File: src/rtl/vic_vect_ctrl_pkg.sv
// ============================================================================
// Module  : vic_vect_ctrl_pkg
// Brief   : Shared sizes and control-field layout for the VIC vector controller.
// Revision: 1.0 - initial release
// ============================================================================
`default_nettype none

package vic_vect_ctrl_pkg;

    localparam int VIC_NUM_VECT  = 16;
    localparam int VIC_AW        = 32;
    localparam int VCNTL_EN_BIT  = 5;
    localparam int VCNTL_SRC_MSB = 4;
    localparam int VCNTL_W       = 6;

    // The non-vectored level sits just above the last vectored slot.
    function automatic int def_level(input int num_vect);
        return num_vect;
    endfunction

endpackage

`default_nettype wire

File: src/rtl/vic_prio_enc.sv
// ============================================================================
// Module  : vic_prio_enc
// Brief   : Lowest-set-bit encoder returning the bit index and a valid flag.
// Revision: 1.0 - initial release
// ============================================================================
`default_nettype none

module vic_prio_enc #(
    parameter int WIDTH = 8,
    parameter int IW    = $clog2(WIDTH + 1)
) (
    input  logic [WIDTH-1:0] vec,
    output logic [IW-1:0]    idx,
    output logic             valid
);

    always_comb begin
        idx = '0;
        for (int i = WIDTH - 1; i >= 0; i--) begin
            if (vec[i]) begin
                idx = IW'(i);
            end
        end
    end

    assign valid = |vec;

endmodule

`default_nettype wire

File: src/rtl/vic_vect_ctrl.sv
// ============================================================================
// Module  : vic_vect_ctrl
// Brief   : Fixed-priority vectored IRQ arbiter with nesting stack and VectAddr.
// Revision: 1.0 - initial release
// ============================================================================
`default_nettype none

module vic_vect_ctrl
    import vic_vect_ctrl_pkg::*;
#(
    parameter int NUM_VECT = VIC_NUM_VECT,
    parameter int AW       = VIC_AW
) (
    input  logic                    clk,
    input  logic                    rst,
    input  logic [31:0]             irq_status,
    input  logic [NUM_VECT*AW-1:0]  vect_addr_bus,
    input  logic [NUM_VECT*6-1:0]   vect_cntl_bus,
    input  logic [AW-1:0]           def_vect_addr,
    input  logic                    va_rd,
    input  logic                    va_wr,
    output logic [AW-1:0]           va_rdata,
    output logic                    irq,
    output logic [NUM_VECT:0]       in_service
);

    localparam int IW      = $clog2(NUM_VECT + 2);
    localparam int DEF_LVL = def_level(NUM_VECT);

    logic [NUM_VECT-1:0][VCNTL_W-1:0] slot_cntl;
    logic [NUM_VECT-1:0]              hits;
    logic [31:0]                      named;
    logic                             nonvect;
    logic [IW-1:0]                    hit_idx;
    logic                             hit_valid;
    logic [IW-1:0]                    ceil_idx;
    logic                             ceil_valid;
    logic [IW-1:0]                    ceiling;
    logic                             win_vect;
    logic                             win_def;
    logic                             win;
    logic [IW-1:0]                    win_idx;
    logic [IW-1:0]                    rd_lvl;
    logic [AW-1:0]                    rd_addr;
    logic [NUM_VECT:0]                push_mask;

    for (genvar n = 0; n < NUM_VECT; n++) begin : g_slot
        assign slot_cntl[n] = vect_cntl_bus[n*VCNTL_W +: VCNTL_W];
        assign hits[n]      = slot_cntl[n][VCNTL_EN_BIT]
                              && irq_status[slot_cntl[n][VCNTL_SRC_MSB:0]];
    end

    // Sources claimed by any enabled slot never count as non-vectored.
    always_comb begin
        named = '0;
        for (int n = 0; n < NUM_VECT; n++) begin
            if (slot_cntl[n][VCNTL_EN_BIT]) begin
                named[slot_cntl[n][VCNTL_SRC_MSB:0]] = 1'b1;
            end
        end
    end

    assign nonvect = |(irq_status & ~named);

    vic_prio_enc #(.WIDTH(NUM_VECT), .IW(IW)) u_hit_enc (
        .vec   (hits),
        .idx   (hit_idx),
        .valid (hit_valid)
    );

    vic_prio_enc #(.WIDTH(NUM_VECT + 1), .IW(IW)) u_ceil_enc (
        .vec   (in_service),
        .idx   (ceil_idx),
        .valid (ceil_valid)
    );

    assign ceiling  = ceil_valid ? ceil_idx : IW'(NUM_VECT + 1);
    assign win_vect = hit_valid && (hit_idx < ceiling);
    assign win_def  = !win_vect && nonvect && !ceil_valid;
    assign win      = win_vect || win_def;
    assign win_idx  = win_vect ? hit_idx : IW'(DEF_LVL);

    // Read returns the winner, else the current ceiling (re-read), else default.
    assign rd_lvl = win ? win_idx : (ceil_valid ? ceil_idx : IW'(DEF_LVL));

    always_comb begin
        rd_addr = def_vect_addr;
        for (int n = 0; n < NUM_VECT; n++) begin
            if (rd_lvl == IW'(n)) begin
                rd_addr = vect_addr_bus[n*AW +: AW];
            end
        end
    end

    assign push_mask = {{NUM_VECT{1'b0}}, 1'b1} << win_idx;

    always_ff @(posedge clk) begin
        if (!rst) begin
            in_service <= '0;
            va_rdata   <= '0;
            irq        <= 1'b0;
        end else begin
            irq <= win;
            if (va_wr) begin
                in_service <= in_service & (in_service - (NUM_VECT + 1)'(1));
            end else if (va_rd) begin
                va_rdata <= rd_addr;
                if (win) begin
                    in_service <= in_service | push_mask;
                end
            end
        end
    end

endmodule

`default_nettype wire

File: config.mk
export PLATFORM = sky130hd
export DESIGN_NAME = vic_vect_ctrl
export DESIGN_NICKNAME = d
export VERILOG_FILES = /design/src/rtl/vic_vect_ctrl_pkg.sv /design/src/rtl/vic_prio_enc.sv /design/src/rtl/vic_vect_ctrl.sv
export SDC_FILE = /design/constraint.sdc
export NUM_CORES = 1
export LEC_CHECK = 0
export ABC_AREA = 1
export BUFFER_PORTS_ARGS = -buffer_cell sky130_fd_sc_hd__buf_2
export CORE_AREA = 2 2 286 288
export CTS_CLUSTER_SIZE = 30
export DETAILED_ROUTE_END_ITERATION = 10
export DIE_AREA = 0 0 288 290
export GPL_ROUTABILITY_DRIVEN = 1
export SLEW_MARGIN = 20
export SYNTH_ARGS = -nofsm -noshare
export SYNTH_HDL_FRONTEND = slang
export SYNTH_SLANG_ARGS = --single-unit
File: constraint.sdc
create_clock -name clk -period 11.91 [get_ports clk]
set_clock_uncertainty 0.15 [all_clocks]
set_input_delay 2.382 -clock clk [delete_from_list [all_inputs] [get_ports clk]]
set_output_delay 2.382 -clock clk [all_outputs]
set_load 0.03 [all_outputs]
After elaboration in Yosys (flattened, before gate mapping)
Cells that the tools add are included.
{ "op_classes": {"reduce_logical": 46, "n_bitwise": 20, "n_eq_ne": 15, "addsub": 1, "shifts": 1, "n_lt_le_gt_ge": 33, "n_mux": 136} }
{ "op_table": {"columns": ["operator", "count"], "rows": [
  ["$mux 32", 32],
  ["$or 32x32->32", 15],
  ["$mux 5", 21],
  ["$lt 5x6->1 const B", 16],
  ["$bmux 1 s5", 16],
  ["$demux 1 s5", 16],
  ["$ge 5x1->1 const B", 16],
  ["$mux 4", 16],
  ["$mux 17", 3],
  ["$eq 5x4->1 const B", 8],
  ["$logic_and 1x1->1", 35],
  ["$and 32x32->32", 1],
  ["$mux 1", 32],
  ["$not 32->32", 1],
  ["$reduce_or 32->1", 1],
  ["$eq 5x3->1 const B", 4],
  ["$and 17x17->17", 1],
  ["$or 17x17->17", 1],
  ["$reduce_or 17->1", 1],
  ["$shl 1x5->17 const A", 1],
  ["$sub 17x1->17 const B", 1],
  ["$reduce_or 16->1", 1],
  ["$eq 5x2->1 const B", 2],
  ["$eq 5x1->1 const B", 1],
  ["7 further kinds", 10]
]} }
{ "word_totals": {"regBits": 50} }

Logic depth before layout (Yosys ltp)
Gate-level depths: netlist of the first run.
{ "logic_depth": {"ltp_word": 59, "ltp_mapped": 54} }

Cells and area by module
Synthesis of the first run repeated with hierarchy kept, for this count alone.
{ "hier_totals": {"hier_cells": 3186, "area_unflattened_um2": 16233.1} }
{ "by_module_without_submodules": {"columns": ["mod", "instances", "seq_area_each_um2", "cells_per_inst", "area_each_um2"], "rows": [
  ["vic_vect_ctrl", 1, 1001.0, 3083, 15786.4],
  ["vic_prio_enc at u_ceil_enc", 1, 0.0, 52, 226.5],
  ["vic_prio_enc at u_hit_enc", 1, 0.0, 51, 220.2]
]} }

Least setup slack after synthesis of the first run
Ideal clock, no wire load.
{ "synth_timing": {"kind": "in2reg", "startpoint": "input port irq_status[0]", "endpoint": "register va_rdata[16]", "stages": 38, "setup_time_ps": 132, "t_arrival_ps": 6547, "n_path_buf": 3, "required_time_ps": 11628, "slack_ps": 5080, "cell_sequence": "buf_2 > a22oi_1 > o221ai_1 > a22o_1 > o41ai_1 > nand2_1 > nor2_1 > o31ai_1 > nand2_1 > inv_1 > ha_1 > a21oi_1 > o21ai_0 > nor2_4 > nand2_8 > nand3_2 > nand2_4 > nor2_8 > (+2 left out) > buf_6 > or2_0 > nand3_1 > nand3_1 > nand2_1 > nand2_1 > nand3_1 > nand3_1 > nand3_1 > nand3_1 > nand3_1 > nand2_1 > nand2_1 > nand3_1 > nand2_1 > nand2_1 > nand2_1 > a21oi_1"} }
{ "synth_between": {"elab_chain_cells": 43, "elab_cells_between_ends": 107, "classes_between": "order compare (1); eq/ne (15); mux (66); bitwise (1); reduce/logical (24)"} }
{ "synth_rtl": {"columns": ["item", "line_no", "text"], "rows": [
  ["start, declared", "vic_vect_ctrl.sv:16", "input logic [31:0] irq_status,"],
  ["$bmux 1 s5", "vic_vect_ctrl.sv:50", "&& irq_status[slot_cntl[n][VCNTL_SRC_MSB:0]];"],
  ["$mux 1 (not written as such)", "vic_vect_ctrl.sv:50", null],
  ["$logic_and 1x1->1", "vic_vect_ctrl.sv:50", null],
  ["$mux 4 (16 in a row)", "vic_prio_enc.sv:20", "if (vec[i]) begin"],
  ["$lt 5x5->1", "vic_vect_ctrl.sv:78", "assign win_vect = hit_valid && (hit_idx < ceiling);"],
  ["$logic_and 1x1->1", "vic_vect_ctrl.sv:78", null],
  ["$logic_not 1->1", "vic_vect_ctrl.sv:79", "assign win_def = !win_vect && nonvect && !ceil_valid;"],
  ["$logic_and 1x1->1 (2 in a row)", "vic_vect_ctrl.sv:79", null],
  ["$logic_or 1x1->1", "vic_vect_ctrl.sv:80", "assign win = win_vect || win_def;"],
  ["$mux 5 (*)", "vic_vect_ctrl.sv:84", "assign rd_lvl = win ? win_idx : (ceil_valid ? ceil_idx : IW'(DEF_LVL));"],
  ["$logic_not 5->1", "vic_vect_ctrl.sv:89", "if (rd_lvl == IW'(n)) begin"],
  ["$mux 32 (15 in a row)", "vic_vect_ctrl.sv:89", null],
  ["$mux 32 (*)", "vic_vect_ctrl.sv:89", null],
  ["end signal, assigned", "vic_vect_ctrl.sv:107", "va_rdata <= rd_addr;"],
  ["end, declared", "vic_vect_ctrl.sv:22", "output logic [AW-1:0] va_rdata,"]
]} }
Every way passes the cells marked *; elsewhere a longest branch is shown, timed or not. The select of a mux whose other input is x is not followed.
A chain may end at the register's enable or synchronous reset.

Worst setup path in the final report of the first run
{ "layout_timing": {"startpoint": "input port irq_status[28]", "endpoint": "register va_rdata[16]"} }
Same word-level chain as after synthesis.

==> results.toml, run 1 <==
[floorplan]
row_count = 104
start_util_pct = 20.9
ios = 726
core_area_um2 = 80200
die-area_um2 = 83500
fp.dieW_um = 288
fp.dieH_um = 290

[power]
switchingPower_mw = 2.63
seq_power_share_pct = 6.3
p_leak_nw = 10.8
power_density_nw_per_um2 = 177
switching_share_pct = 67.7
ir_worst_vdd_uv = 119
comb_power_share_pct = 89.7
fin_total_pwr_mw = 3.89
power.share.clock_pct = 4.0
p_int_mw = 1.26

[global_route]
grt_pass1_wl_mm = 210
gr-usage-all-layers_pct = 35.3
grt_antenna_before_repair = 38
grt_max_degree = 65
grt_pass1_vias = 26595
gr-total-overflow = 0

[setup_path]
rr_worst_depth = 36
r2r_end = "va_rdata[16]"
arrival_ns = 10.18
reg2reg_from = "in_service[0]"
cp-end-kind = "flip-flop"
cp-start-kind = "input pin"
crit_slowest_cell = "o41ai_1"
critical-path-top-delay-family = "simple AND/OR/NAND/NOR gates"
slowest_delay_ns = 1.02
path_buf_inv = 3
crit_required_ns = 11.99
crit_fanout = 45
r2r_setup_slack_ns = 5.69
critical_path_class = "input pin to flip-flop"
cp_common_cell = "nand2_1"

[clocking]
cts_tree = "built"
clk_transition_reported_paths_ns = 0.08
ctsHtreeMaxLevel = 2
cts_hold_buf = 0
insertion_delay_ns = 0.30
postCtsSetupBuffers = 0
numCtsBuffers = 5
root_buffer = "clkbuf_16"
cts-resized-gates = 0
clock-sinks = 50
cts_buffer_depth = 2

[job]
maxCapViolCount = 0

[sta]
final.min_clock_period_ns = 10.10
fmax_mhz = 99.0
hold_viol_final = 0
slew_viol_final = 0
tightest_slew_ns = 1.43
setup_viol = 0
max-slew-margin-rel_pct = 4.34
tns_ns = 0
finalCritPeriodShare_pct = 84.8
rsz0062_at_grt = "no"

[place]
place_inst = 5044
hpwl_mm = 126
portBuffers = 725
placed_area_um2 = 21700
gp_congestion = 1.06

[min_path]
hp-start = "va_rdata[27]"
hold_class = "flip-flop to flip-flop"
whs_endpoint = "va_rdata[27]"
whs_path_depth = 2

[final_layout]
syn2layout_area_growth_pct = 30.8
nets = 4670
nFillCells = 9520
multiInputGateArea_um2 = 13900
regArea_um2 = 1000
drive_gt1_share_pct = 25.6
fin_cells = 5075
final_area_um2 = 21900

[synth]
ys_warn_count = 0
synth_fp_nets = 4010
synth_top_cell_area_share_pct = 23.9
async_flop_share_pct = 0
yosysSeqAreaShare_pct = 5.97
synthCells = 3331
synth_top_area_cell = "nand2_1"
synth-main-ff-cell = "dfxtp_1"
synth.area.top_cells = "nand2_1, nand3_1, nor2_1, inv_1, dfxtp_1"
synth.cell_area_um2 = 16800
synth-seq-cells = 50
syn_area_per_cell_um2 = 5.03
ys_types = 51
synth_edf_count = 0

[detailed_routing]
via_per_inst = 5.70
initialDrtViolationCount = 3526
wirelength_mm = 157
drc = 0
vias = 28915
ant_nets = 0
drt-wirelength-per-cell_um = 30.9
first_pass_iters = 6

[outcome]
status = "complete, no violations"
==> final cells by class <==
class	instances	share of cell area (%)
Timing Repair Buffer	811	19.5
Tap cell	1060	6.05
Clock buffer	6	0.634
Sequential cell	50	4.57
Clock inverter	2	0.0571
Multi-Input combinational cell	2807	63.5
Antenna cell	23	0.263
Inverter	316	5.44
==> worst register-to-register path: cells and delay by family, from the launching register on <==
family | cells | cell delay [ns]
buf+inv | 5 | 0.86
simple gates | 27 | 4.09
compound gates | 3 | 0.39
flops | 1 | 0.37
fa+ha+maj | 1 | 0.30
==> placed cells by master, fill, tap and decap left out, drive strengths merged, types with 10 or more instances in the layout <==
cell	instances
clkinv	13
nor2	380
diode	23
dfxtp	50
o2111ai	10
o22ai	132
o21bai	10
nor3	138
a221oi	62
a22oi	66
or2	109
inv	304
o221ai	39
buf	811
a31oi	21
a22o	27
nand3	289
nor4	35
o211ai	13
nand2	1082
a21oi	151
nand4	57
o21ai	161
==> power by group through the flow <==
stage	clock (mW)	sequential, mW	combinational (mW)
floorplan	0	0.327	1.94
global placement	0	0.246	3.39
detailed placement	0	0.246	3.39
CTS	0.158	0.243	3.40
global route	0.164	0.249	3.77
finish	0.156	0.245	3.49
==> flip-flops by register name, indices dropped and copies added, names as in the netlist <==
register and flops:
va_rdata 32, in_service 17, irq 1
==> cell families (layout without fill, tap and decap cells) <==
family	count (synthesis)	after routing	share of synthesized area, %
adder cells (fa/ha/maj)	3	3	0.224
AO/OA/AOI/OAI	713	713	27.5
AND/OR/NAND/NOR	2091	2091	54.4
buffers and inverters	474	1135	11.9
flip-flops	50	50	5.97
other	0	23	0
==> synth_stat cells (all sizes together), types with 11 or more instances <==
library cell	n
or2	109
o211ai	13
clkinv	11
nor2	380
clkbuf	58
a31oi	21
a221oi	62
nor4	35
nand2	1082
nor3	138
nand4	57
a22o	27
dfxtp	50
o22ai	132
inv	305
buf	100
nand3	289
o21ai	161
o221ai	39
a21oi	151
a22oi	66
==> worst max-delay path by stage <==
stage | slack (ns) | endpoint | from | cells after the start
after global placement | 1.78 | va_rdata[13] | irq_status[25] | 39
after global routing | 1.38 | va_rdata[13] | irq_status[28] | 38
after floorplan | 5.08 | va_rdata[16] | irq_status[0] | 38
final | 1.81 | va_rdata[16] | irq_status[28] | 38
after CTS | 2.06 | va_rdata[13] | irq_status[25] | 39
after detailed placement | 1.78 | va_rdata[13] | irq_status[25] | 39
==> per-stage QoR <==
step	worst slack (ns)	hold slack, ns	util [%]
6_report	1.81	0.313	27.3
2_1_floorplan	5.08	0.445	-
3_3_place_gp	1.78	0.301	27.0
3_5_place_dp	1.78	0.302	27.1
4_1_cts	2.06	0.314	27.3
5_1_grt	1.38	0.332	27.3
==> layer usage <==
layer  part of all wire [%]  GRT usage [%]
met4                    5.4           16.1
met1                     41           47.0
met2                     42           53.1
met5                   0.12              0
met3                     12           9.13
No activity file was read; power rests on OpenSTA's default activity.
==> inputs of run 2 (changes only) <==
==> constraint.sdc (replaced) <==
create_clock -name clk -period 8.1 [get_ports clk]
set_clock_uncertainty 0.15 [all_clocks]
set_input_delay 1.62 -clock clk [delete_from_list [all_inputs] [get_ports clk]]
set_output_delay 1.62 -clock clk [all_outputs]
set_load 0.03 [all_outputs]
==> run 2 against run 1 <==
Compared with the run above:
- sequential power rose by 47%
- clock power rose by 62%
- largest power group unchanged
- hold slack improved by 0.0010 ns
- register-to-register slack got worse by 3.1 ns
- die area did not move
- core utilization rose by 2.7 points
- cell count rose by 5.0%
- setup slack got worse by 1.4 ns
- highest routed layer unchanged
==> results.toml, run 2 (synthesis gave the netlist of run 1 again) <==
[sta]
finalCritPeriodShare_pct = 95.5
max-slew-margin-rel_pct = 15.6
hold_viol_final = 0
tightest_slew_ns = 1.27
setup_slack_ns = 0.364
fmax_mhz = 129
rsz0062_at_grt = "no"
setup_viol = 0
tns_ns = 0
slew_viol_final = 0
final.min_clock_period_ns = 7.74

[global_route]
grt_max_degree = 51
gr-usage-all-layers_pct = 35.0
grt_pass1_vias = 27506
grt_pass1_wl_mm = 210
grt_antenna_before_repair = 42
gr-total-overflow = 0

[setup_path]
arrival_ns = 7.74
cp-start-kind = "input pin"
cp_common_cell = "nand2_1"
reg2reg_from = "in_service[0]"
critical_path_class = "input pin to flip-flop"
slowest_delay_ns = 0.53
crit_slowest_cell = "inv_1"
crit_required_ns = 8.10
r2r_end = "va_rdata[4]"
crit_fanout = 13
rr_worst_depth = 37
r2r_setup_slack_ns = 2.61
cp-end-kind = "flip-flop"

[power]
ir_worst_vdd_uv = 140
p_int_mw = 2.22
seq_power_share_pct = 5.9
switching_share_pct = 63.8
power_density_nw_per_um2 = 255
switchingPower_mw = 3.91
comb_power_share_pct = 90.0
power.share.clock_pct = 4.1
p_leak_nw = 12.2
fin_total_pwr_mw = 6.13

[floorplan]
fp.dieH_um = 290
row_count = 104
ios = 726
die-area_um2 = 83500
fp.dieW_um = 288
core_area_um2 = 80200
start_util_pct = 20.9

[final_layout]
top_regs = "va_rdata: 32 flops, in_service: 17 flops, irq: 1 flops"
syn2layout_area_growth_pct = 43.7
nets = 4933
top_register = "va_rdata"
nFillCells = 9412
largest_reg_flops = 32
final_common_cell = "nand2_1"
drive_gt1_share_pct = 29.9
multiInputGateArea_um2 = 13800
utilization_pct = 30.0
regArea_um2 = 1000
final_cell_mix = "nand2_1, buf_2, nor2_1"
final_area_um2 = 24100

[clocking]
root_buffer = "clkbuf_16"
clock-sinks = 50
ctsHtreeMaxLevel = 2
cts_tree = "built"
insertion_delay_ns = 0.30
clk_transition_reported_paths_ns = 0.07
numCtsBuffers = 5
cts_buffer_depth = 2

[min_path]
whs_path_depth = 2
hp-start = "va_rdata[16]"
hold_class = "flip-flop to flip-flop"
whs_endpoint = "va_rdata[16]"

[detailed_routing]
ant_nets = 0
drt-wirelength-per-cell_um = 29.1
vias = 30124
drc = 0
wirelength_mm = 155
first_pass_iters = 7
via_per_inst = 5.65
initialDrtViolationCount = 4636

[place]
placed_area_um2 = 23800
gp_congestion = 1.13
portBuffers = 725
dpl_worst_slack_ns = 0.228
hpwl_mm = 128

[job]
maxCapViolCount = 0

[outcome]
status = "complete, no violations"
run 2: stage by stage:
stage,hold WS (ns),std cells
after floorplan,0.445,3331
after global placement,0.300,5302
after detailed placement,0.302,5302
after CTS,0.313,5310
after global routing,0.324,5323
final,0.314,5328
run 2: power by group through the flow:
stage               combinational, mW  clock (mW)  sequential, mW
global placement                 5.35           0           0.364
floorplan                        2.85           0           0.481
finish                           5.52       0.253           0.361
detailed placement               5.35           0           0.364
CTS                              5.36       0.254           0.359
global route                     5.98       0.264           0.367
run 2: final cells by class:
class	instances	share of cell area, %
diodes	13	0.135
repair buffers	1074	27.0
clock buffers	6	0.535
inverters	316	5.05
multi-input cells	2807	57.4
clock inverters	2	0.156
flip-flops and latches	50	4.16
well taps	1060	5.51
run 2: what timing repair did:
action                                  4_1_cts  5_1_grt
endpoints found under the setup margin        0       10
endpoints found under the hold margin         0        0
hold buffers                                  0        0
gates resized for setup                       0        9
setup buffers                                 0        4
run 2: layer usage:
| layer | global-route usage [%] | wire length [um] |
|---|---|---|
| met2 | 50.5 | 61700 |
| met4 | 14.5 | 8530 |
| met5 | 0 | 249 |
| met1 | 46.5 | 62400 |
| met3 | 12.9 | 22200 |
run 2: how the worst max path moves through the flow:
stage	cells after the start	end	from
after floorplan	38	va_rdata[16]	irq_status[0]
after global placement	42	va_rdata[6]	irq_status[28]
after detailed placement	43	va_rdata[6]	irq_status[28]
after CTS	42	va_rdata[6]	irq_status[27]
after global routing	45	va_rdata[4]	irq_status[2]
final	43	va_rdata[4]	irq_status[30]
run 2: worst max-delay path: cells and delay by family:
family	cells	cell delay (ns)
buffers and inverters	7	1.34
AOI/OAI and AO/OA	11	1.98
adders and majority gates	1	0.19
and+or+nand+nor	24	2.56
